--- config.mk ---
export PLATFORM = sky130hd
export DESIGN_NAME = apb_slave_regs14
export DESIGN_NICKNAME = d
export VERILOG_FILES = /design/src/rtl/apb_slave_regs14.sv
export SDC_FILE = /design/constraint.sdc
export NUM_CORES = 1
export LEC_CHECK = 0
export ABC_AREA = 1
export CAP_MARGIN = 10
export CORE_MARGIN = 3
export CORE_UTILIZATION = 46
export DETAILED_ROUTE_END_ITERATION = 7
export PLACE_DENSITY_LB_ADDON = 0.05
export SYNTH_ARGS = -nofsm -noshare
export SYNTH_HDL_FRONTEND = slang
export SYNTH_SLANG_ARGS = --single-unit
export TNS_END_PERCENT = 100
--- constraint.sdc ---
create_clock -name pclock14 -period 7.02 [get_ports pclock14]
set_input_delay 2.106 -clock pclock14 [delete_from_list [all_inputs] [get_ports pclock14]]
set_output_delay 2.106 -clock pclock14 [all_outputs]
set_load 0.01 [all_outputs]
--- src/rtl/apb_slave_regs14.sv ---
// ---------------------------------------------------------------------------
// apb_slave_regs14
//
// APB slave in front of a small bank of read/write registers. A transfer is
// tracked by a three-state FSM (IDLE -> SETUP -> ACCESS). The address, the
// direction and the write data are captured when the setup phase is seen.
// The response is stretched by a programmable number of wait states. Bus
// protocol violations are flagged with a sticky bit and counted in a
// saturating counter.
//
// Parameters
//   PADDR_WIDTH14  address bus width
//   PDATA_WIDTH14  data width (8, 16 or 32)
//   NUM_REGS14     number of registers in the bank (1..256)
//   MAX_WAIT14     upper bound on wait states (0..15)
//
// Ports
//   pclock14    in   APB clock, rising edge
//   preset14    in   asynchronous active-low reset
//   paddr14     in   byte address
//   prwd14      in   1 = write, 0 = read
//   pwdata14    in   write data
//   psel14      in   slave select
//   penable14   in   access phase
//   wait_cfg14  in   wait states per transfer, clamped to MAX_WAIT14
//   prdata14    out  read data, zero outside the completing read cycle
//   pready14    out  transfer complete
//   pslverr14   out  error response for an out-of-range index
//   prot_err14  out  sticky protocol-violation flag
//   err_cnt14   out  saturating protocol-violation count
// ---------------------------------------------------------------------------
module apb_slave_regs14 #(
    parameter int PADDR_WIDTH14 = 32,
    parameter int PDATA_WIDTH14 = 32,
    parameter int NUM_REGS14    = 16,
    parameter int MAX_WAIT14    = 15
) (
    input  logic                     pclock14,
    input  logic                     preset14,
    input  logic [PADDR_WIDTH14-1:0] paddr14,
    input  logic                     prwd14,
    input  logic [PDATA_WIDTH14-1:0] pwdata14,
    input  logic                     psel14,
    input  logic                     penable14,
    input  logic [3:0]               wait_cfg14,
    output logic [PDATA_WIDTH14-1:0] prdata14,
    output logic                     pready14,
    output logic                     pslverr14,
    output logic                     prot_err14,
    output logic [7:0]               err_cnt14
);

    // Byte-offset bits dropped from the address to form the register index.
    localparam int IDX_SHIFT = $clog2(PDATA_WIDTH14 / 8);
    localparam int IDX_BITS  = (NUM_REGS14 > 1) ? $clog2(NUM_REGS14) : 1;

    typedef enum logic [1:0] {
        IDLE,
        SETUP,
        ACCESS
    } state_t;

    state_t                   state_q;
    state_t                   state_d;
    logic [PADDR_WIDTH14-1:0] addr_q;
    logic                     wr_q;
    logic [PDATA_WIDTH14-1:0] wdata_q;
    logic [3:0]               cnt_q;
    logic [PDATA_WIDTH14-1:0] regs [NUM_REGS14];
    logic                     prot_err_q;
    logic [7:0]               err_cnt_q;

    logic [PADDR_WIDTH14-1:0] idx;
    logic [IDX_BITS-1:0]      reg_sel;
    logic                     in_range;
    logic [3:0]               wait_clamped;
    logic                     setup_take;
    logic                     do_write;
    logic                     viol;

    // The index and the range check come from the latched address. As a
    // result, every response output depends only on flops.
    assign idx      = addr_q >> IDX_SHIFT;
    assign reg_sel  = idx[IDX_BITS-1:0];
    assign in_range = (idx < PADDR_WIDTH14'(NUM_REGS14));

    // The wait count is limited to what the configuration allows.
    always_comb begin
        wait_clamped = wait_cfg14;
        if (wait_cfg14 > 4'(MAX_WAIT14)) begin
            wait_clamped = 4'(MAX_WAIT14);
        end
    end

    // A new transfer is accepted whenever the FSM is idle and the bus shows
    // a setup phase. This includes the cycle right after a completion, so
    // back-to-back transfers need no idle cycle.
    assign setup_take = (state_q == IDLE) && psel14 && !penable14;

    assign pready14  = (state_q == ACCESS) && (cnt_q == 4'd0);
    assign pslverr14 = pready14 && !in_range;
    assign prdata14  = (pready14 && !wr_q && in_range) ? regs[reg_sel] : '0;

    // A write commits only on the completing edge. If the master has
    // already dropped psel, the transfer is treated as abandoned.
    assign do_write = pready14 && psel14 && wr_q && in_range;

    // FSM state register.
    always_ff @(posedge pclock14 or negedge preset14) begin
        if (!preset14) begin
            state_q <= IDLE;
        end else begin
            state_q <= state_d;
        end
    end

    // Next-state logic. When psel drops in ACCESS, the transfer is aborted
    // and the FSM returns to IDLE.
    always_comb begin
        state_d = state_q;
        case (state_q)
            IDLE: begin
                if (setup_take) begin
                    state_d = SETUP;
                end
            end
            SETUP: begin
                state_d = ACCESS;
            end
            ACCESS: begin
                if (pready14 || !psel14) begin
                    state_d = IDLE;
                end
            end
            default: begin
                state_d = IDLE;
            end
        endcase
    end

    // Capture the transfer attributes in the setup phase. The wait counter
    // then runs down to zero while the FSM is in ACCESS.
    always_ff @(posedge pclock14 or negedge preset14) begin
        if (!preset14) begin
            addr_q  <= '0;
            wr_q    <= 1'b0;
            wdata_q <= '0;
            cnt_q   <= 4'd0;
        end else if (setup_take) begin
            addr_q  <= paddr14;
            wr_q    <= prwd14;
            wdata_q <= pwdata14;
            cnt_q   <= wait_clamped;
        end else if ((state_q == ACCESS) && (cnt_q != 4'd0)) begin
            cnt_q <= cnt_q - 4'd1;
        end
    end

    // Register bank.
    always_ff @(posedge pclock14 or negedge preset14) begin
        if (!preset14) begin
            for (int i = 0; i < NUM_REGS14; i++) begin
                regs[i] <= '0;
            end
        end else if (do_write) begin
            regs[reg_sel] <= wdata_q;
        end
    end

    // Protocol violations:
    // - penable high while idle;
    // - the master dropping psel, or changing the address, direction or
    //   data, while the slave is still inserting wait states;
    // - a fresh setup phase while an access is in progress.
    // These are OR-ed together, so one cycle counts at most once.
    always_comb begin
        viol = 1'b0;
        if ((state_q == IDLE) && penable14) begin
            viol = 1'b1;
        end
        if ((state_q == ACCESS) && !pready14 &&
            (!psel14 || (paddr14 != addr_q) || (prwd14 != wr_q) ||
             (pwdata14 != wdata_q))) begin
            viol = 1'b1;
        end
        if ((state_q == ACCESS) && psel14 && !penable14) begin
            viol = 1'b1;
        end
    end

    // The flag is sticky. The counter saturates at all ones.
    always_ff @(posedge pclock14 or negedge preset14) begin
        if (!preset14) begin
            prot_err_q <= 1'b0;
            err_cnt_q  <= 8'd0;
        end else if (viol) begin
            prot_err_q <= 1'b1;
            if (err_cnt_q != 8'hFF) begin
                err_cnt_q <= err_cnt_q + 8'd1;
            end
        end
    end

    assign prot_err14 = prot_err_q;
    assign err_cnt14  = err_cnt_q;

endmodule

Yosys cells after proc, flatten, opt, wreduce, memory -nomap -nowiden
Cells that the tools add are included.
{"block": "totals", "word_cells": 85, "output_inout_bits": 43, "regBits": 592, "in_bits": 73}
{"block": "op_classes", "magnitude_cmp": 4, "add_sub_neg": 2, "mux": 16, "bitwise_logic": 1, "n_reduce_logical": 31, "eq_ne": 8}
{"op": "$bwmux 512", "n": 1}
{"op": "$bmux 32 s4", "n": 1}
{"op": "$demux 32 s4", "n": 1}
{"op": "$mux 32", "n": 4}
{"op": "$ne 32x32->1", "n": 2}
{"op": "$lt 30x5->1 const B", "n": 1}
{"op": "$logic_and 1x1->1", "n": 16}
{"op": "$mux 4", "n": 3}
{"op": "$add 8x1->8 const B", "n": 1}
{"op": "$ne 8x8->1 const B", "n": 1}
{"op": "$pmux 2 s3", "n": 1}
{"op": "$ge 5x5->1 const B", "n": 1}
{"op": "$logic_not 1->1", "n": 5}
{"op": "$lt 5x1->1 const B", "n": 1}
{"op": "$not 4->5", "n": 1}
{"op": "$gt 4x4->1 const B", "n": 1}
{"op": "$logic_not 4->1", "n": 1}
{"op": "$logic_or 1x1->1", "n": 4}
{"op": "$mux 2", "n": 2}
{"op": "$ne 2x2->1 const B", "n": 2}
{"op": "$reduce_and 2->1", "n": 2}
{"op": "$reduce_bool 4->1", "n": 1}
{"op": "$sub 4x1->4 const B", "n": 1}
{"op": "$mux 1", "n": 3}
{"op": "5 further kinds", "n": 5}

Longest topological paths before layout
{"block": "logic_depth", "depth_word": 8, "mapped_depth": 15, "mapped_depth_nobuf": 14}

Least setup slack after synthesis
Ideal clock, no wire load.
{"block": "synth_path", "path_kind": "reg2out", "startpoint": "reg addr_q[3]", "endpoint": "out prdata14[0]", "slack_ns": 3.174, "stages_incl_launch_ff": 9, "t_required_ns": 4.914, "n_path_buf": 3, "t_arrival_ns": 1.740, "cell_sequence": "dfrtp_1 -> buf_2 -> nand2_1 -> clkbuf_1 -> buf_2 -> o22ai_1 -> o21ai_0 -> nand4_1 -> nor2_1"}
{"block": "synth_between", "elab_chain_cells": 5, "word_cells_on_any_way": 7, "cone_classes": "order compare (1); mux (4); bitwise (1); reduce/logical (1)"}
{"item": "from (decl)", "line_no": "65", "rtl": "logic [PADDR_WIDTH14-1:0] addr_q;"}
{"item": "from (signal assigned)", "line_no": "150", "rtl": "addr_q <= paddr14;"}
{"item": "branches (longest 4 deep; another with $lt 30x5->1)"}
{"item": "$mux 32 *", "line_no": "102", "rtl": "assign prdata14 = (pready14 && !wr_q && in_range) ? regs[reg_sel] : '0;"}
{"item": "to (decl)", "line_no": "46", "rtl": "output logic [PDATA_WIDTH14-1:0] prdata14,"}
Mark *: on every way between the ends. The select of a mux whose other input is x is not followed.

Final worst setup path
{"block": "layout_path", "startpoint": "reg addr_q[3]", "endpoint": "out prdata14[1]"}
Same word-level chain as after synthesis.

==> summary by stage <==
Outcome
The flow ran to the end, and the final reports show no timing, DRC or antenna violations.

STA
The share of the clock period used by the worst path after layout is 87.2%. The number of endpoints failing setup at the final stage is 0. The normalized max-slew margin is about a quarter.

The number of hold-slack violations in the final timing report was 0. The max-slew violation total from the final report is 0. The time the worst path needs with I/O delays and setup is between 6 and 7 ns. The final worst clock skew is between 0.015 and 0.02 ns. The post-route setup TNS is 0 ns. Setup repair after global routing left no endpoint under its margin. Derived from the worst setup path, the maximum achievable clock frequency is between 150 and 200 MHz.

The worst-margin pin slew is 1.12 ns.

Place
The global placement routability congestion is 0.811. Input and output buffers added on the ports amount to 115. The HPWL after detailed placement is roughly 45 mm.

Worst setup path
The maximum net fanout on the critical path is 65. For flop-to-flop paths, the worst setup slack is between 3 and 4 ns. The startpoint of the worst-slack reg-to-reg timing path is addr_q[3]$_DFFE_PN0P_. The critical path class is reg2out. The worst setup path is launched from a register. Counting cells, the worst reg-to-reg path comes to 6. The category of the worst setup path capture point is an output port. The arrival time at the worst endpoint is 4.02 ns. The worst register-to-register path ends at regs[145]$_DFFE_PN0P_.

At the worst endpoint, the required time is 4.91 ns.

CTS
The post-cts repair resize count is 0. The buffer count from post-CTS setup fixing is 0. The total clock sinks is 592.

The H-tree generated during clock tree synthesis spans 3 levels. Clock-pin slew was measured on the worst setup and hold paths at 0.06 ns. The number of hold buffers added after CTS was 0. The clock passes through at most 3 buffers. The CTS tree is done.

The later pin in the worst-skew pair is clocked with a latency of 0.59 ns. Clock tree synthesis inserted a total of between 60 and 70 buffers. The cell sitting at the root of the clock tree is a sky130_fd_sc_hd__clkbuf_16.

GRT
The met2 usage in global routing is approximately two fifths. The routing usage on met3 is 4.62%. The number of global-route vias before repair was 20,700. The peak-usage layer in the global routing report is met2.

The remaining global-route overflow is 0. Across every metal layer, demand over resource in global routing totals 26.4%. The number of antenna violations at the first check in global routing is 1. The pin count of the biggest net entering global routing is around 140. The first global-routing pass estimated ~120 mm of wire. For met1 alone, demand over resource in global routing was 37.6%.

Run
The tool flagged a number of max-cap violations equal to 0.

Synth
The synthesized area per cell is just under 9 um2. The share of synthesized flip-flops with an asynchronous set or reset is 100%. The top cell type by total area after synthesis is sky130_fd_sc_hd__dfrtp_1.

Counting distinct cell types in the post-synthesis netlist gives 38. For this run, the number of Yosys warnings is 0. The number of flip-flops and latches in the synthesized netlist is just under 600. The proportion of synthesized chip area in sequential cells is a little under three fifths. The predominant post-synthesis flop cell is sky130_fd_sc_hd__dfrtp_1. Yosys attributes the largest share of cell area to sky130_fd_sc_hd__dfrtp_1 56%, sky130_fd_sc_hd__nand2_1 12%, sky130_fd_sc_hd__o21ai_0 8.1%, sky130_fd_sc_hd__o22ai_1 5.9%, sky130_fd_sc_hd__nand3_1 2.4%. The number of nets handed over by synthesis was just over 3,000. The number of flops mapped to enable cells by yosys is 0.

Synthesis handed over a netlist of 2,989 instances. The cell area that synthesis handed to floorplanning was about 26,000 um2. The top-area cell type share of the netlist area is a little under three fifths.

Worst hold path
The worst hold endpoint is regs[194]$_DFFE_PN0P_. The startpoint of the lowest-slack hold path is regs[194]$_DFFE_PN0P_. The hold path depth is 2. The path class of the tightest hold or removal check is reg2reg.

Route
The residual DRC count is 0. The number of nets with antenna violations after routing is 0. The first routing iteration left 2,018 violations. The routed length per placed instance is between 20 and 25 um. The first-pass detailed-route iteration total is 8.

The routed layout has about 21,000 vias. After detailed routing, the number of vias per cell comes to 5.69. The routed design has 78.8 mm of wire.

Pwr
The total power draw is between 9000 and 10,000 uW. The total power density per cell area is around 310 nW/um2. The reported leakage power is roughly 0.014 uW.

VDD sags by at most between 0.2 and 0.25 mV.

Cells and area
The share of post-route cells with drive strength above 1 is ~7.3%. After the last flow step, the layout net total stands at about 3,000. The area growth from synthesis to layout is 12.4%.

The number of inserted diodes is 0.

Floorplan
The floorplan step defined a die boundary enclosing 60,400 um2. For this configuration, the core starts out at a cell density of roughly 47%. From left edge to right edge, the die measures about 250 um. The region available for standard cell placement spans around 57,000 um2. The total number of placement rows is 87. The number of placed I/O pins is between 100 and 150. The overall die height is between 200 and 250 um.
[synthesized netlist by cell type, types with 3 or more instances]
cell / number
sky130_fd_sc_hd__buf_6: 48
sky130_fd_sc_hd__a22oi_1: 4
sky130_fd_sc_hd__xnor2_1: 17
sky130_fd_sc_hd__nor2_1: 90
sky130_fd_sc_hd__nand3_1: 129
sky130_fd_sc_hd__nand2_1: 873
sky130_fd_sc_hd__inv_1: 105
sky130_fd_sc_hd__nand2_2: 5
sky130_fd_sc_hd__inv_2: 3
sky130_fd_sc_hd__nand2_4: 12
sky130_fd_sc_hd__dfrtp_1: 592
sky130_fd_sc_hd__nor4_1: 7
sky130_fd_sc_hd__nor2_8: 4
sky130_fd_sc_hd__buf_1: 4
sky130_fd_sc_hd__clkbuf_1: 126
sky130_fd_sc_hd__o21ai_0: 426
sky130_fd_sc_hd__o21ai_2: 49
sky130_fd_sc_hd__o21ai_1: 122
sky130_fd_sc_hd__nand4_1: 37
sky130_fd_sc_hd__nor2_2: 4
sky130_fd_sc_hd__o22ai_1: 248
sky130_fd_sc_hd__buf_2: 52
sky130_fd_sc_hd__nor2_4: 3
sky130_fd_sc_hd__or2_2: 7
[kinds of logic (layout without fill, tap and decap cells)]
family,after synthesis,in the layout,synth area share [%]
flip-flops,592,592,56.0
adder cells (fa/ha/maj),2,2,0.0946
AO/OA/AOI/OAI,858,858,18.2
AND/OR/NAND/NOR,1177,1177,18.6
buffers and inverters,341,364,6.46
XOR/XNOR,19,19,0.629
[where the power goes]
part	total [uW]	leakage [uW]	switching, uW	internal [uW]
registers	3740	0.00815	189	3550
logic	2110	0.00463	1520	597
clock network	3480	0.00106	1400	2090
[per-stage QoR]
step / cells / instance area (um2) / util (%) / hold slack (ns) / setup WS, ns
2_1_floorplan: 2989 / 26500 / - / 0.442 / 3.17
3_3_place_gp: 3655 / 27600 / 48.7 / 0.453 / 1.53
3_5_place_dp: 3655 / 27600 / 48.7 / 0.459 / 1.52
4_1_cts: 3768 / 29800 / 52.6 / 0.473 / 0.864
5_1_grt: 3768 / 29800 / 52.6 / 0.487 / 0.639
6_report: 3768 / 29800 / 52.6 / 0.471 / 0.898
[area by class of cell]
cell class                      instances  area [um2]
Clock inverter                         13         149
Sequential cell                       592       14800
Tap cell                              756         946
Inverter                              110         418
Multi-Input combinational cell       2056        9970
Clock buffer                          100        2020
Fill cell                            5353       26900
Timing Repair Buffer                  141        1440
[worst max-delay path: stages (launching register included)]
cell,delay (ns)
sky130_fd_sc_hd__dfrtp_1,0.68
sky130_fd_sc_hd__nor2_1,0.23
sky130_fd_sc_hd__inv_4,0.70
sky130_fd_sc_hd__buf_4,0.41
sky130_fd_sc_hd__o22ai_1,0.11
sky130_fd_sc_hd__o21ai_0,0.18
sky130_fd_sc_hd__nand4_1,0.32
sky130_fd_sc_hd__nor2_1,0.21
sky130_fd_sc_hd__clkdlybuf4s50_1,0.57
[how the worst max path moves through the flow]
stage | slack [ns] | to | startpoint | cells past startpoint
after detailed placement | 1.52 | prdata14[1] | addr_q[3]$_DFFE_PN0P_ | 8
after floorplan | 3.17 | prdata14[0] | addr_q[3]$_DFFE_PN0P_ | 8
after global placement | 1.53 | prdata14[1] | addr_q[3]$_DFFE_PN0P_ | 8
final | 0.90 | prdata14[1] | addr_q[3]$_DFFE_PN0P_ | 8
after global routing | 0.64 | prdata14[10] | addr_q[3]$_DFFE_PN0P_ | 8
after CTS | 0.86 | prdata14[1] | addr_q[3]$_DFFE_PN0P_ | 8
[routing by layer]
metal / vias to the layer above / wire (um)
met3: 115 / 5150
met4: 0 / 1920
met5: - / 0
li1: 10100 / -
met1: 10500 / 35500
met2: 734 / 36300
[flip-flops by register name (all words and copies together) (netlist names)]
name	cells
addr_q	32
cnt_q	4
err_cnt14	8
prot_err14	1
regs	512
state_q	2
wdata_q	32
wr_q	1
[cell usage in the layout (no fill, tap or decap), types with 5 or more instances in the layout]
master	instances
sky130_fd_sc_hd__clkbuf_16	71
sky130_fd_sc_hd__nor2_1	90
sky130_fd_sc_hd__or2_2	7
sky130_fd_sc_hd__inv_1	103
sky130_fd_sc_hd__clkbuf_8	13
sky130_fd_sc_hd__o21ai_1	122
sky130_fd_sc_hd__dfrtp_1	592
sky130_fd_sc_hd__nand2_2	5
sky130_fd_sc_hd__o21ai_0	426
sky130_fd_sc_hd__nand2_1	871
sky130_fd_sc_hd__clkinv_2	7
sky130_fd_sc_hd__clkbuf_1	16
sky130_fd_sc_hd__o21ai_2	49
sky130_fd_sc_hd__xnor2_1	17
sky130_fd_sc_hd__nand3_1	128
sky130_fd_sc_hd__o22ai_1	248
sky130_fd_sc_hd__nor4_1	7
sky130_fd_sc_hd__clkdlybuf4s50_1	114
sky130_fd_sc_hd__buf_12	7
sky130_fd_sc_hd__nand2_4	14
sky130_fd_sc_hd__nand4_1	37
sky130_fd_sc_hd__buf_4	19
Note: power is estimated with default switching activity, not from simulation.
